`config.mk`:
```
export PLATFORM = sky130hd
export DESIGN_NAME = uart_rx_fifo
export DESIGN_NICKNAME = d
export VERILOG_FILES = /design/src/rtl/uart_rx_fifo.sv
export SDC_FILE = /design/constraint.sdc
export NUM_CORES = 1
export LEC_CHECK = 0
export CAP_MARGIN = 15
export CORE_ASPECT_RATIO = 0.75
export CORE_MARGIN = 3
export CORE_UTILIZATION = 60
export DETAILED_ROUTE_END_ITERATION = 10
export GPL_TIMING_DRIVEN = 0
export MAX_ROUTING_LAYER = met4
export PLACE_DENSITY = 0.77
export REMOVE_ABC_BUFFERS = 1
export SLEW_MARGIN = 10
export SYNTH_ARGS = -nofsm -noshare
export SYNTH_HDL_FRONTEND = slang
export SYNTH_SLANG_ARGS = --single-unit
export TNS_END_PERCENT = 10
```
`constraint.sdc`:
```
create_clock -name mclkx16 -period 6.4 [get_ports mclkx16]
set_clock_uncertainty 0.05 [all_clocks]
set_input_delay 0.64 -clock mclkx16 [delete_from_list [all_inputs] [get_ports mclkx16]]
set_output_delay 0.64 -clock mclkx16 [all_outputs]
set_load 0.02 [all_outputs]
```
`src/rtl/uart_rx_fifo.sv`:
```
// Receive buffer behind the UART receiver: drains the holding register via the read strobe
// into a show-ahead FIFO of {overrun, framingerr, parityerr, data} entries with a pop port.
module uart_rx_fifo #(
  parameter int unsigned DEPTH  = 16,
  parameter int unsigned AW     = $clog2(DEPTH),
  parameter int unsigned THRESH = 8
) (
  input  logic          mclkx16,
  input  logic          reset_n,
  input  logic [7:0]    rdata,
  input  logic          rxrdy,
  input  logic          parityerr,
  input  logic          framingerr,
  input  logic          overrun,
  output logic          read,
  output logic [10:0]   dout,
  output logic          dout_valid,
  input  logic          dout_ready,
  input  logic          flush,
  output logic [AW:0]   count,
  output logic          full,
  output logic          rx_irq,
  output logic [7:0]    err_cnt
);

  localparam logic [AW:0]   DepthCnt  = (AW + 1)'(DEPTH);
  localparam logic [AW:0]   ThreshCnt = (AW + 1)'(THRESH);
  localparam logic [AW:0]   CntOne    = (AW + 1)'(1);
  localparam logic [AW-1:0] PtrOne    = AW'(1);

  typedef enum logic [1:0] {StIdle, StAck, StWait} state_e;

  state_e        state_q;
  logic          read_q;
  logic [AW-1:0] wr_ptr_q, wr_ptr_d;
  logic [AW-1:0] rd_ptr_q, rd_ptr_d;
  logic [AW:0]   count_q, count_d;
  logic [7:0]    err_cnt_q, err_cnt_d;
  logic [10:0]   mem_q [DEPTH];
  logic [10:0]   wdata;
  logic          push, pop;

  assign full       = (count_q == DepthCnt);
  assign dout_valid = (count_q != '0);
  assign rx_irq     = (count_q >= ThreshCnt);
  assign count      = count_q;
  assign err_cnt    = err_cnt_q;
  assign read       = read_q;
  assign dout       = mem_q[rd_ptr_q];

  // Capture happens in IDLE, before read rises and the receiver blanks rdata.
  assign wdata = {overrun, framingerr, parityerr, rdata};
  assign push  = (state_q == StIdle) && rxrdy && !full;
  assign pop   = dout_valid && dout_ready;

  always_comb begin
    wr_ptr_d  = wr_ptr_q;
    rd_ptr_d  = rd_ptr_q;
    count_d   = count_q;
    err_cnt_d = err_cnt_q;
    if (flush) begin
      wr_ptr_d  = '0;
      rd_ptr_d  = '0;
      count_d   = '0;
      err_cnt_d = '0;
    end else begin
      if (push) wr_ptr_d = wr_ptr_q + PtrOne;
      if (pop)  rd_ptr_d = rd_ptr_q + PtrOne;
      if (push && !pop)      count_d = count_q + CntOne;
      else if (!push && pop) count_d = count_q - CntOne;
      if (push && (wdata[10:8] != 3'b000) && (err_cnt_q != 8'hFF)) begin
        err_cnt_d = err_cnt_q + 8'd1;
      end
    end
  end

  always_ff @(posedge mclkx16) begin
    if (!reset_n) begin
      wr_ptr_q  <= '0;
      rd_ptr_q  <= '0;
      count_q   <= '0;
      err_cnt_q <= '0;
    end else begin
      wr_ptr_q  <= wr_ptr_d;
      rd_ptr_q  <= rd_ptr_d;
      count_q   <= count_d;
      err_cnt_q <= err_cnt_d;
    end
  end

  always_ff @(posedge mclkx16) begin
    if (push && !flush) mem_q[wr_ptr_q] <= wdata;
  end

  // WAIT holds off until rxrdy drops so a stale holding register is not captured twice.
  always_ff @(posedge mclkx16) begin
    if (!reset_n) begin
      state_q <= StIdle;
      read_q  <= 1'b0;
    end else begin
      unique case (state_q)
        StIdle: begin
          if (rxrdy && !full) begin
            read_q  <= 1'b1;
            state_q <= StAck;
          end else begin
            read_q  <= 1'b0;
          end
        end
        StAck: begin
          read_q  <= 1'b0;
          state_q <= StWait;
        end
        StWait: begin
          read_q <= 1'b0;
          if (!rxrdy) state_q <= StIdle;
        end
        default: begin
          read_q  <= 1'b0;
          state_q <= StIdle;
        end
      endcase
    end
  end

endmodule

```
# Yosys cells after proc, flatten, opt, wreduce, memory -nomap -nowiden
# Memories as Yosys holds them, arrays and structs flattened. A register that Yosys moved wholly into a read port is not among the register bits.
# Cells that the tools add are included.
[totals] input_bits=16 mem_bits_rw=176 n_memories=1 regBits=24 output_inout_bits=28 elab_cells=50
[classes] reduce_logical=20 n_bitwise=1 mux=10 magnitude_cmp=1 n_eq_ne=6 addsub=5
[memory_table] memory="mem_q" words=16 word_bits=11 read_ports=1 rd_clocked_by_memory_dff=1 write_ports=1 line_no="39" text="logic [10:0] mem_q [DEPTH];"
[op_table] cell="$mux 5" n=2
[op_table] cell="$logic_and 1x1->1" n=9
[op_table] cell="$add 4x1->4 const B" n=2
[op_table] cell="$add 8x1->8 const B" n=1
[op_table] cell="$mux 4" n=2
[op_table] cell="$ne 8x8->1 const B" n=1
[op_table] cell="$pmux 2 s3" n=1
[op_table] cell="$add 5x1->5 const B" n=1
[op_table] cell="$eq 5x5->1 const B" n=1
[op_table] cell="$ge 5x4->1 const B" n=1
[op_table] cell="$reduce_bool 5->1" n=1
[op_table] cell="$sub 5x1->5 const B" n=1
[op_table] cell="$logic_not 1->1" n=4
[op_table] cell="$mux 2" n=2
[op_table] cell="$reduce_and 2->1" n=2
[op_table] cell="$mux 1" n=3
[op_table] cell="$reduce_bool 3->1" n=1
[op_table] cell="$eq 2x1->1 const B" n=1
[op_table] cell="$eq 2x2->1 const B" n=1
[op_table] cell="$logic_not 2->1" n=1
[op_table] cell="$ne 2x1->1 const B" n=1
[op_table] cell="$ne 2x2->1 const B" n=1
[op_table] cell="$reduce_bool 2->1" n=1
[op_table] cell="$reduce_or 2->1" n=1
[op_table] cell="$not 1->1" n=1

# Logic depth before layout (Yosys ltp)
# Gate-level depths: netlist (run 1).
[logic_depth] depth_word=7 depth_mapped=10 depth_no_buf=9

# Worst setup path before layout (run 1)
# OpenSTA, ideal clock, no wires.
[synth_path] path_type="input port to flip-flop" from="in rxrdy" to="reg count_q[4], in the netlist count[4]" n_path_buf=1 stages=10 arrival_ns=2.755 path_slack_ns=3.524 t_required_ns=6.278 setup_time_ns=0.072 path_cell_list="or3b_4 -> a21oi_1 -> clkbuf_1 -> ha_1 -> inv_1 -> ha_1 -> nand2b_1 -> a21oi_1 -> mux2i_1 -> mux2i_1"
[synth_between] elab_chain_cells=5 elab_cells_between_ends=7 cone_classes="mux: 1; reduce/logical: 6"
[synth_rtl] element="start: declaration" line_no="11" text="input logic rxrdy,"
[synth_rtl] element="$logic_and 1x1->1 (*) (2 in series)" line_no="53" text="assign push = (state_q == StIdle) && rxrdy && !full;"
[synth_rtl] element="named net push" line_no="41" text="logic push, pop;"
[synth_rtl] element="$logic_not 1->1" line_no="70" text="else if (!push && pop) count_d = count_q - CntOne;"
[synth_rtl] element="$logic_and 1x1->1" line_no="70"
[synth_rtl] element="$reduce_bool 2->1 (no source line)"
[synth_rtl] element="end signal: assignment" line_no="86" text="count_q <= count_d;"
[synth_rtl] element="end: declaration" line_no="37" text="logic [AW:0] count_q, count_d;"
# The timed path passes the listed nets; every way through them passes the cells marked *.
# A chain may end at the register's enable or synchronous reset.

==> impl_results.md, run 1 <==
* Status: finished, final reports clean
* Hold Violations, Final at 0
* Layout cell share with drive strength beyond 1 at 0.184
* Critical Path Fanout Max at 28
* #FFs+latches synth at 204
* FP Rows at 36
* Largest family of logic cells by synthesized area: multiplexers
* Largest net degree at the start of global routing at 29
* Die area at 0.0149 mm²
* Initial Utilization at 0.618
* Avg WL per Cell at 23.7 µm
* Part of the cycle the worst path needs at 0.559
* Cell leakage power at 0.00302 µW
* Die Span Y at 106 µm
* Clk buf depth at 3
* Clock H-tree levels at 1
* Startpoint types: flip-flop
* Final worst slack at 2.82 ns
* Fin area at 0.00939 mm²
* Main synth FF type: edfxtp_1
* Worst Reg-to-Reg Cells at 8
* Hold buffer count at CTS at 0
* RR Endpoint: count[4]
* Clk Latency, worst-skew pair at 0.48 ns
* Post-placement cell area at 0.00876 mm²
* Post-DP HPWL at 9960 µm
* Power density over the cells at 320 mW/mm²
* Crit-path slowest cell: dfxtp_4
* Part of the Yosys area used for sequential elements at 0.725
* Initial DRC count at 586
* Async SR Flop Fraction at 0
* Min Hold Slack at 0.477 ns
* Mux contribution to synthesized area at 0.129
* Grt ovf at 0
* RePlAce Congestion at 0.801
* CTS tree: yes
* Pre-CTS setup slack at 2.59 ns
* Slew margin rel. at 0.377
* CP arrival at 2.89 ns
* Critical path required time at 5.71 ns
* Tmin final at 3.58 ns
* Register-to-Register Setup Slack at 3.22 ns
* HP Class: flip-flop to flip-flop
* Post-route ant nets at 0
* Fmax at 280 MHz
* Chip width at 140 µm
* Simple-gate area share of the yosys netlist at 0.0596
* Number of port buffers at 43
* Pre-antenna DRT Iters at 5
* Setup TNS at 0 ns
* Slew @ Worst Pin at 0.931 ns
* CP Cell Sequence: buf_16 > mux4_2 > a22oi_1 > nand2_1 > clkdlybuf4s50_1
* Routed vias/inst at 6.28
* First-pass GRT wire length at 25,600 µm
* Post-synth EDFFs at 176
* Crit path capture: dout[9]
* DRC at 0
* Clock Sinks at 204
* Synthesized area at 0.00807 mm²
* Synth unique cells at 45
* CTS buffer count at 20
* Post-Synth XOR/XNOR Area at 0.00760
* Max Slew Vio Count at 0
* Final setup fails at 0
* Post-CTS sizing at 0
* GRT Total Usage at 0.237
* CTS root buf: clkbuf_16
* Post-CTS Setup Bufs at 0
* Area occupied by multi-input gates at 0.00209 mm²
* RSZ-0062 raised after global routing: no
* Worst r2r src: count[0]
* Max cap viols at 0
* Worst path max stage delay at 0.58 ns
* Core footprint at 0.0131 mm²
* Post-Syn Area per Cell at 18.0 µm²
* Via count at 4,324
* Worst setup EP type: primary output
* Adder-cell share of the synthesized area at 0.0180
* Synth-to-layout area growth at 16.4%
* Reg area at 0.00585 mm²
* Vias in the first global route at 4,375
* Crit path kind: flip-flop to primary output
* Maximum VDD drop at 0.191 mV
* Compound-Gate Fraction of Synth Area at 0.0433
* Ys Warns at 0
* I/O Pins at 44
* Fill cells at 781
* # nets final at 531
* Clock transition at path regs at 0.06 ns
* Routed wire length at 16,300 µm
* Syn Inst Count at 448
* Initial antenna violation count at 1
* Hold_sp: rd_ptr_q[3]
-- flip-flops by register name, indices dropped and copies added (netlist names), named ones only --
register,cells
mem_q,176
err_cnt,8
count,5
rd_ptr_q,4
wr_ptr_q,4
state_q,2
read,1
-- synthesized netlist by cell type (4+ instances only) --
| cell | n | share of area |
|---|---|---|
| edfxtp_1 | 176 | 0.66 |
| mux4_2 | 44 | 0.12 |
| nor2_1 | 33 | 0.015 |
| dfxtp_1 | 28 | 0.069 |
| a22oi_1 | 22 | 0.020 |
| nand2_1 | 22 | 0.010 |
| clkbuf_1 | 13 | 0.0060 |
| ha_1 | 10 | 0.016 |
| a21oi_1 | 9 | 0.0056 |
| inv_1 | 9 | 0.0042 |
| nand3_1 | 8 | 0.0050 |
| and3_1 | 6 | 0.0047 |
| mux2i_1 | 5 | 0.0062 |
| o31ai_1 | 5 | 0.0047 |
| or4_1 | 5 | 0.0047 |
| xor2_1 | 5 | 0.0054 |
| and2_1 | 4 | 0.0031 |
| buf_2 | 4 | 0.0025 |
| o211ai_1 | 4 | 0.0037 |
-- critical path: cells and delay by family (launching register included) --
family / cells / cell delay (ns)
buffers and inverters: 2 / 0.86
DFF: 1 / 0.58
muxes: 1 / 0.54
AOI/OAI and AO/OA: 1 / 0.22
and+or+nand+nor: 1 / 0.18
-- per-stage QoR --
step	std cells	util	total power, µW
2_1_floorplan	427	-	1790
3_3_place_gp	641	0.658	1930
3_5_place_dp	652	0.671	1940
4_1_cts	687	0.718	3030
5_1_grt	689	0.719	3120
6_report	689	0.719	3010
-- final cells by class --
| class | count | share of cell area |
|---|---|---|
| clock inverters | 11 | 0.00812 |
| repair buffers | 55 | 0.0629 |
| flip-flops and latches | 204 | 0.623 |
| clock buffers | 24 | 0.0571 |
| diodes | 1 | 0.000266 |
| well taps | 171 | 0.0228 |
| inverters | 9 | 0.00360 |
| multi-input cells | 214 | 0.222 |
-- layout by cell type, fill, tap and decap left out, types with 3 or more instances in the layout --
master	n
edfxtp_1	176
mux4_2	44
clkdlybuf4s50_1	43
nor2_1	29
dfxtp_1	26
a22oi_1	22
nand2_1	22
clkbuf_16	21
ha_1	10
buf_6	10
a21oi_1	9
inv_1	9
nand3_1	8
and3_1	6
clkinv_1	6
or4_1	5
mux2i_1	5
xor2_1	5
o31ai_1	5
and2_1	4
nor2_2	4
o211ai_1	4
o21ai_0	3
clkinv_2	3
clkbuf_1	3
-- cell families after synthesis --
family	after synthesis
adder cells (fa/ha/maj)	11
flip-flops	204
AO/OA/AOI/OAI	50
AND/OR/NAND/NOR	97
multiplexers	49
buffers and inverters	30
XOR/XNOR	7
-- where the power goes --
| group | switching, µW | leakage, µW | internal [µW] |
|---|---|---|---|
| logic | 214 | 0.000906 | 198 |
| registers | 33.1 | 0.00181 | 1470 |
| clock network | 459 | 0.000302 | 637 |
-- metal layers --
metal | GRT usage | part of all wire | vias to the layer above
met5 | - | 0 | -
met4 | 0.0533 | 0.015 | 0
met3 | 0.0580 | 0.083 | 22
met2 | 0.360 | 0.48 | 191
met1 | 0.336 | 0.42 | 2211
li1 | - | - | 1900
-- how the worst min path moves through the flow --
stage / depth (start not counted) / slack (ns) / endpoint
2_1_floorplan: 2 / 0.41 / flip-flop
3_3_place_gp: 2 / 0.42 / rd_ptr_q[3]
3_5_place_dp: 2 / 0.45 / rd_ptr_q[3]
4_1_cts: 2 / 0.48 / err_cnt[4]
5_1_grt: 2 / 0.51 / rd_ptr_q[3]
6_report: 2 / 0.48 / flip-flop
No activity file was read; power rests on OpenSTA's default activity.
==> run 2: changes to the inputs <==
--- a/config.mk
+++ b/config.mk
@@ -8,11 +8,11 @@
 export CAP_MARGIN = 15
 export CORE_ASPECT_RATIO = 0.75
 export CORE_MARGIN = 3
-export CORE_UTILIZATION = 60
+export CORE_UTILIZATION = 59
 export DETAILED_ROUTE_END_ITERATION = 10
 export GPL_TIMING_DRIVEN = 0
 export MAX_ROUTING_LAYER = met4
-export PLACE_DENSITY = 0.77
+export PLACE_DENSITY = 0.76
 export REMOVE_ABC_BUFFERS = 1
 export SLEW_MARGIN = 10
 export SYNTH_ARGS = -nofsm -noshare
==> constraint.sdc (replaced) <==
create_clock -name mclkx16 -period 3.7 [get_ports mclkx16]
set_clock_uncertainty 0.05 [all_clocks]
set_input_delay 0.37 -clock mclkx16 [delete_from_list [all_inputs] [get_ports mclkx16]]
set_output_delay 0.37 -clock mclkx16 [all_outputs]
set_load 0.02 [all_outputs]
==> run 2 against run 1 <==
  * Sequential cell count unchanged
  * Critical path depth down 1
  * Global-route usage down 0.75 points
  * Hold slack worse by 0.026 ns
  * Power up 74%
  * Count of clock-buffer cells in the layout down 3
  * Sequential share of layout area up 0.38 points
  * Die area up 1.6%
  * Clock power up 73%
  * First-iteration DRC count down 24%
  * Cell count down 1.0%
==> impl_results.md, run 2 (synthesized netlist as in run 1, its figures left out) <==
* Status: finished, final reports clean
* RSZ-0062 raised after global routing: no
* First-pass GRT wire length at 25,000 µm (-2.4%)
* Power density over the cells at 560 mW/mm² (+75%)
* Post-DP HPWL at 9880 µm (-0.80%)
* Worst setup EP type: primary output
* CTS buffer count at 20 (unchanged)
* Initial Utilization at 0.611 (-0.00632)
* Core footprint at 0.0132 mm² (+1.0%)
* I/O Pins at 44 (unchanged)
* Max reg flops at 176 (unchanged)
* Startpoint types: flip-flop
* CP Cell Sequence: nor2b_1 > a22oi_1 > nand2_1 > clkdlybuf4s50_1
* Slew margin rel. at 0.155 (-0.222)
* CP bufs+invs at 1 (-1)
* Chip width at 141 µm (+0.81%)
* Critical path required time at 3.28 ns (-2.43 ns)
* Worst Reg-to-Reg Cells at 8 (unchanged)
* CP arrival at 2.93 ns (+0.04 ns)
* Grt ovf at 0 (unchanged)
* Largest net degree at the start of global routing at 31 (+6.9%)
* Cell Count, Final, Fillers Out at 682 (-1.0%)
* Min Hold Slack at 0.452 ns (-0.0256 ns)
* GRT Total Usage at 0.230 (-0.00750)
* Ant diodes at 0 (-1)
* Stages on the worst setup path at 4 (-1)
* Slew @ Worst Pin at 1.26 ns (+0.334 ns)
* Worst path max stage delay at 1.00 ns (+0.42 ns)
* Crit path kind: flip-flop to primary output
* Clk buf depth at 3 (unchanged)
* Max Slew Vio Count at 0 (unchanged)
* Die area at 0.0151 mm² (+1.6%)
* Cell leakage power at 0.00298 µW (-1.2%)
* Routed vias/inst at 6.21 (-0.98%)
* Max cap viols at 0 (unchanged)
* FP Rows at 36 (unchanged)
* Initial antenna violation count at 0 (-1)
* Hold Violations, Final at 0 (unchanged)
* Fill cells at 829 (+6.1%)
* Final Util at 0.708 (-0.0116)
* Initial DRC count at 443 (-24%)
* Number of port buffers at 43 (unchanged)
* Routed wire length at 16,300 µm (-0.26%)
* Biggest register: mem_q
* Avg WL per Cell at 23.9 µm (+0.76%)
* RePlAce Congestion at 0.777 (-3.0%)
* Critical path's top delay family: simple AND/OR/NAND/NOR gates
* Setup TNS at 0 ns (unchanged)
* Pre-antenna DRT Iters at 6 (+1)
* Fmax at 298 MHz
* Clock H-tree levels at 1 (unchanged)
* Clock transition at path regs at 0.06 ns (about the same)
* Maximum VDD drop at 0.405 mV (+110%)
* Most common cell after layout, fill and taps aside: edfxtp_1
* Tmin final at 3.35 ns
* Critical Path Fanout Max at 11 (-61%)
* Hold depth at 2 (unchanged)
* # nets final at 526 (-0.94%)
* DRC at 0 (unchanged)
* Final setup fails at 0 (unchanged)
* HP Class: flip-flop to flip-flop
* CTS tree: yes
* Via count at 4,238 (-2.0%)
* Vias in the first global route at 4,318 (-1.3%)
* # placed instances at 648 (-0.61%)
* Most frequent cells in the layout: edfxtp_1, mux4_2, clkdlybuf4s50_1
* Post-route ant nets at 0 (unchanged)
* Crit-path slowest cell: nor2b_1
* Part of the cycle the worst path needs at 0.906
* Clock Sinks at 204 (unchanged)
* Layout cell share with drive strength beyond 1 at 0.188 (+0.00411)
* CTS root buf: clkbuf_16
* Synth-to-layout area growth at 15.7%
* Die Span Y at 107 µm (+0.80%)
* Clk Latency, worst-skew pair at 0.48 ns (about the same)
* Total Power at 5220 µW (+74%)
==> run 2: path summary, 6_finish.rpt <==
kind                                  start          end  slack, ns
worst max-delay path              flip-flop      dout[8]       0.35
worst min-delay path            rd_ptr_q[3]  rd_ptr_q[3]       0.45
worst max register to register     count[0]     count[4]       0.49
worst min register to register  rd_ptr_q[3]  rd_ptr_q[3]       0.45
==> run 2: worst min-delay path, stage by stage, from the launching register on <==
cell      delay (ns)
dfxtp_1         0.31
o211ai_1        0.08
nand2_1         0.06
==> run 2: cell type report <==
class                           instances  area [µm²]  area share
Tap cell                              171         214      0.0229
Inverter                                9        33.8     0.00362
Multi-Input combinational cell        214        2100       0.225
Clock buffer                           21         526      0.0563
Timing Repair Buffer                   50         519      0.0556
Clock inverter                         13        91.3     0.00978
Sequential cell                       204        5850       0.627
==> run 2: power breakdown <==
part / leakage (µW) / total (µW) / internal, µW / switching [µW]
logic: 0.000873 / 728 / 348 / 380
registers: 0.00181 / 2600 / 2540 / 61.1
clock network: 0.000299 / 1900 / 1100 / 800
total: 0.00298 / 5220 / 3980 / 1240
==> run 2: what timing repair did <==
| item | 4_1_cts | 5_1_grt |
|---|---|---|
| setup endpoints to repair | 0 | 1 |
| resized for setup | 0 | 1 |
| hold buffers | 0 | 0 |
| endpoints found under the hold margin | 0 | 0 |
| setup buffers | 0 | 0 |
==> run 2: stage by stage <==
stage               setup WS [ns]  instance area (µm²)
finish                      0.347                 9340
global route                0.252                 9340
CTS                         0.262                 9330
detailed placement         -0.139                 8710
global placement           -0.968                 8600
floorplan                   0.365                 7960
==> run 2: routing by layer <==
layer  vias up  global-route usage  wire length (µm)
met3        33              0.0475              1190
met4         0              0.0519               309
met2       172               0.352              7960
li1       1890                   -                 -
met1      2143               0.328              6840
met5         -                   -                 0
